<file path="config.mk">
export PLATFORM = sky130hd
export DESIGN_NAME = mux4_rr_collect
export DESIGN_NICKNAME = d
export VERILOG_FILES = /design/src/rtl/mux4_rr_collect.sv
export SDC_FILE = /design/constraint.sdc
export NUM_CORES = 1
export LEC_CHECK = 0
export CAP_MARGIN = 20
export CORE_AREA = 10 10 57 77
export DETAILED_ROUTE_END_ITERATION = 6
export DIE_AREA = 0 0 67 87
export DONT_BUFFER_PORTS = 1
export GPL_TIMING_DRIVEN = 0
export HOLD_SLACK_MARGIN = 0.06
export PLACE_DENSITY = 0.61
export SYNTH_ARGS = -nofsm -noshare
export SYNTH_HDL_FRONTEND = slang
export SYNTH_SLANG_ARGS = --single-unit
</file>
<file path="constraint.sdc">
create_clock -name clk -period 3.6 [get_ports clk]
set_input_delay 0.72 -clock clk [delete_from_list [all_inputs] [get_ports clk]]
set_output_delay 0.72 -clock clk [all_outputs]
set_load 0.03 [all_outputs]
</file>
<file path="src/rtl/mux4_rr_collect.sv">
// mux4_rr_collect: gathers four valid/ready channels into one registered output tagged with the source index.
// Latency: 1 cycle from input transfer to out_valid; full throughput, no bubble when switching channels.
// Backpressure: in_ready is zero on all channels while the output register is full and out_ready is low.
// Build option: define MUX4_FIXED_PRIO_EN for fixed priority (channel 0 highest); default is round-robin
// with a burst hold of up to BURST consecutive grants to the current owner.
module mux4_rr_collect #(
    parameter int DW    = 8,
    parameter int BURST = 4
) (
    input  logic            clk,
    input  logic            rst,
    input  logic [3:0]      in_valid,
    output logic [3:0]      in_ready,
    input  logic [4*DW-1:0] in_data,
    output logic            out_valid,
    input  logic            out_ready,
    output logic [DW-1:0]   out_data,
    output logic [1:0]      out_sel
);

    logic          out_valid_q, out_valid_d;
    logic [DW-1:0] out_data_q, out_data_d;
    logic [1:0]    out_sel_q, out_sel_d;

    logic       load;
    logic [3:0] grant;
    logic [1:0] gidx;
    logic       fire;

    // Output register can accept a new word when empty or being drained this cycle.
    assign load = !out_valid_q || out_ready;

`ifdef MUX4_FIXED_PRIO_EN

    // Fixed priority: lowest-numbered valid channel wins.
    always_comb begin
        grant = 4'b0000;
        gidx  = 2'd0;
        if (in_valid[0]) begin
            grant = 4'b0001;
            gidx  = 2'd0;
        end else if (in_valid[1]) begin
            grant = 4'b0010;
            gidx  = 2'd1;
        end else if (in_valid[2]) begin
            grant = 4'b0100;
            gidx  = 2'd2;
        end else if (in_valid[3]) begin
            grant = 4'b1000;
            gidx  = 2'd3;
        end
    end

`else

    localparam int CW = $clog2(BURST + 1);

    logic [1:0]    owner_q, owner_d;
    logic [CW-1:0] cnt_q, cnt_d;
    logic          hold;
    logic          found;
    logic [1:0]    cand;

    // Round-robin arbitration: keep the owner while its burst lasts, else search from owner+1.
    always_comb begin
        grant = 4'b0000;
        gidx  = owner_q;
        found = 1'b0;
        cand  = owner_q;
        hold  = (cnt_q != '0) && in_valid[owner_q] && (cnt_q < CW'(BURST));
        if (hold) begin
            grant[owner_q] = 1'b1;
            gidx           = owner_q;
        end else begin
            // k=4 wraps back to the owner itself, giving it the last look.
            for (int k = 1; k <= 4; k++) begin
                cand = owner_q + 2'(k);
                if (!found && in_valid[cand]) begin
                    found       = 1'b1;
                    grant[cand] = 1'b1;
                    gidx        = cand;
                end
            end
        end
    end

    // Burst bookkeeping: count repeat grants to the owner (saturating), restart at 1 on a new owner.
    always_comb begin
        owner_d = owner_q;
        cnt_d   = cnt_q;
        if (fire) begin
            if (gidx == owner_q) begin
                if (cnt_q < CW'(BURST)) begin
                    cnt_d = cnt_q + CW'(1);
                end
            end else begin
                owner_d = gidx;
                cnt_d   = CW'(1);
            end
        end
    end

    // Owner/count state; owner resets to 3 so the first search order is 0,1,2,3.
    always_ff @(posedge clk or posedge rst) begin
        if (rst) begin
            owner_q <= 2'd3;
            cnt_q   <= '0;
        end else begin
            owner_q <= owner_d;
            cnt_q   <= cnt_d;
        end
    end

`endif

    assign fire     = load && (|grant);
    assign in_ready = load ? grant : 4'b0000;

    // Output next-state: load on transfer, empty on drain, otherwise hold stable.
    always_comb begin
        out_valid_d = out_valid_q;
        out_data_d  = out_data_q;
        out_sel_d   = out_sel_q;
        if (fire) begin
            out_valid_d = 1'b1;
            out_data_d  = in_data[gidx*DW +: DW];
            out_sel_d   = gidx;
        end else if (out_ready) begin
            out_valid_d = 1'b0;
        end
    end

    // Output registers; reset discards any in-flight word.
    always_ff @(posedge clk or posedge rst) begin
        if (rst) begin
            out_valid_q <= 1'b0;
            out_data_q  <= '0;
            out_sel_q   <= 2'd0;
        end else begin
            out_valid_q <= out_valid_d;
            out_data_q  <= out_data_d;
            out_sel_q   <= out_sel_d;
        end
    end

    assign out_valid = out_valid_q;
    assign out_data  = out_data_q;
    assign out_sel   = out_sel_q;

endmodule

</file>
==> metrics.csv <==
stage;metric;value;unit
floorplanning;initial_core_util;0.474;
routing;drc_errors;0;
floorplanning;fp.coreArea;0.00303;mm²
cells_and_area;nets;179;
critical_path;cp.arrival;2.72;ns
placement;io_buffers;0;
placement;placedCellCount;164;
critical_path;reg2reg_depth;10;
placement;placed_area;0.00149;mm²
global_routing;grt_pass1_wl;5430;µm
clock_network;clk_pin_slew;0.06;ns
floorplanning;die_area;0.00583;mm²
synth;synth_cell_type_count;39;
clock_network;clock_sinks;16;
timing;clock_skew;0.00195;ns
flow_run;maxCapViolations;0;
cells_and_area;syn2layout_area_growth;7.92;%
global_routing;grt_pass1_vias;1162;
cells_and_area;final_util;0.512;
cells_and_area;drive_gt1_frac;0.357;
synth;synth_warnings;0;
clock_network;post-cts-setup-buffers;0;
critical_path;required;2.88;ns
synth;avgSynthCellArea;11.5;µm²
synth;syn_inst;125;
cells_and_area;stdcell_area;0.00155;mm²
critical_path;worstSetupEndpointType;primary output;
run_status;status;finished, final reports clean;
global_routing;grtUsageTotal;0.118;
critical_path;rr_endpoint;out_data[1];
synth;post_synth_and_or_nand_nor_area_fraction;0.103;
clock_network;htree_levels;1;
floorplanning;rows;24;
timing;rsz0062_at_grt;no;
min_path;worstHoldPathType;in2async;
timing;relSlewSlack;0.599;
synth;synth_seq_cells;16;
clock_network;cts_max_path_buffers;2;
routing;routedWlPerCell;19.7;µm
timing;final.min_clock_period;3.44;ns
synth;yosys.area_share.xor_xnor;0.0174;
synth;synthMuxAreaShare;0.252;
global_routing;grt_antenna_before_repair;0;
routing;drt_iter0_markers;55;
clock_network;cts_resized;0;
routing;via_per_inst;6.04;
floorplanning;floorplan.die.height;87;µm
critical_path;cp-start-kind;register;
clock_network;cts_hold_buffers;0;
timing;fmax;0.291;GHz
routing;vias;1015;
floorplanning;die_x;67;µm
synth;synth_compound_area_frac;0.211;
clock_network;cts_root_buffer;clkbuf_8;
global_routing;overflow;0;
clock_network;cts_tree;done;
timing;finalHoldViolations;0;
timing;min_period_over_period;0.956;
synth;synth_nets;174;
timing;finalMaxSlewViolations;0;
routing;ant_nets;0;
clock_network;cts_inserted_buffers;3;
synth;synth_enable_flop_cells;0;
critical_path;rrSetupSlack;0.29;ns
placement;routabilityCongestion;0.853;
synth;ys.flop_type;dfrtp_1;
synth;synth_fa_ha_area_frac;0.0870;
synth;synthArstFlopShare;1.00;
timing;setup_viol;0;
placement;dp_hpwl;2770;µm
critical_path;r2r_start;owner_q[0];
global_routing;grt_max_degree;17;
timing;setup_tns;0;ns
critical_path;path_max_fanout;10;
cells_and_area;diodes;0;
routing;drt_wl_total;3320;µm
routing;dr.pass1.iters;4;
synth;synth_top_family_by_area;multiplexers;
timing;tightest_slew;0.600;ns
critical_path;crit_type;reg2out;
cells_and_area;fin_cells;168;
synth;ys_seq_area_frac;0.280;
clock_network;clk_latency;0.25;ns
synth;netlist_area;0.00144;mm²
floorplanning;ios;54;
[layout by cell type (no fill, tap or decap), types with 3 or more instances in the layout]
cell type,instances
dfrtp_1,14
ha_1,10
mux4_2,9
nand2_1,9
mux2_2,8
nor2_1,7
o21ai_0,5
inv_1,5
buf_6,4
a221oi_1,4
o21ai_1,4
a2bb2oi_2,4
a21oi_1,4
nor2_2,4
clkbuf_8,4
mux2i_1,3
[routing by layer]
layer | track usage | routed length (µm) | part of all wire
met5 | 0 | 0 | 0
met4 | 0.0468 | 23 | 0.0069
met3 | 0.0786 | 462 | 0.14
met2 | 0.189 | 1610 | 0.49
met1 | 0.116 | 1220 | 0.37
[cell type report]
cell class / instances / area, µm²
clock buffers: 4 / 55.1
plain buffers: 4 / 45.0
multi-input cells: 98 / 973
inverters: 7 / 26.3
flip-flops and latches: 16 / 403
well taps: 39 / 48.8
fillers: 274 / 1480
[worst max path at each step]
stage / startpoint / slack, ns / end
after global placement: owner_q[0] / 0.32 / out_data[4]
final: owner_q[0] / 0.16 / in_ready[3]
after detailed placement: owner_q[0] / 0.30 / out_data[1]
after global routing: owner_q[0] / 0.04 / in_ready[1]
after floorplan: owner_q[0] / 0.55 / in_ready[2]
after CTS: owner_q[0] / 0.05 / in_ready[3]
[state kept, by name, indices dropped and copies added (netlist names)]
| name | cells |
|---|---|
| out_sel | 2 |
| out_data | 8 |
| owner_q | 2 |
| out_valid | 1 |
| cnt_q | 3 |
[worst max-delay path, cell delays in order, from the launching register on]
cell and delay [ns]:
dfstp_2 0.63, buf_6 0.18, inv_2 0.10, ha_1 0.37, or3b_4 0.42, o21a_1 0.17
o21ai_1 0.18, a2bb2oi_2 0.28, nor2_2 0.15
[through the flow]
step | setup WS (ns) | hold slack [ns]
2_1_floorplan | 0.551 | 0.491
3_3_place_gp | 0.317 | 0.503
3_5_place_dp | 0.303 | 0.522
4_1_cts | 0.0539 | 0.442
5_1_grt | 0.0372 | 0.452
6_report | 0.158 | 0.422
[synthesized netlist by cell type (5+ instances only)]
cell     instances  area, µm²
mux2_2           8       90.1
nor2_1          11       41.3
inv_1            5       18.8
nand2_1          9       33.8
dfrtp_1         14        350
mux4_2           9        203
o21ai_0          5       25.0
ha_1            10        125
[cell families (layout without fill, tap and decap cells)]
family | count (synthesis) | in the layout
AO/OA/AOI/OAI | 33 | 33
XOR/XNOR | 2 | 2
adder cells (fa/ha/maj) | 10 | 10
buffers and inverters | 11 | 15
flip-flops | 16 | 16
multiplexers | 22 | 22
AND/OR/NAND/NOR | 31 | 31
Power is left out: the tool's default activity adds up to more than one toggle a clock period on the data nets, which glitch-free logic cannot reach.
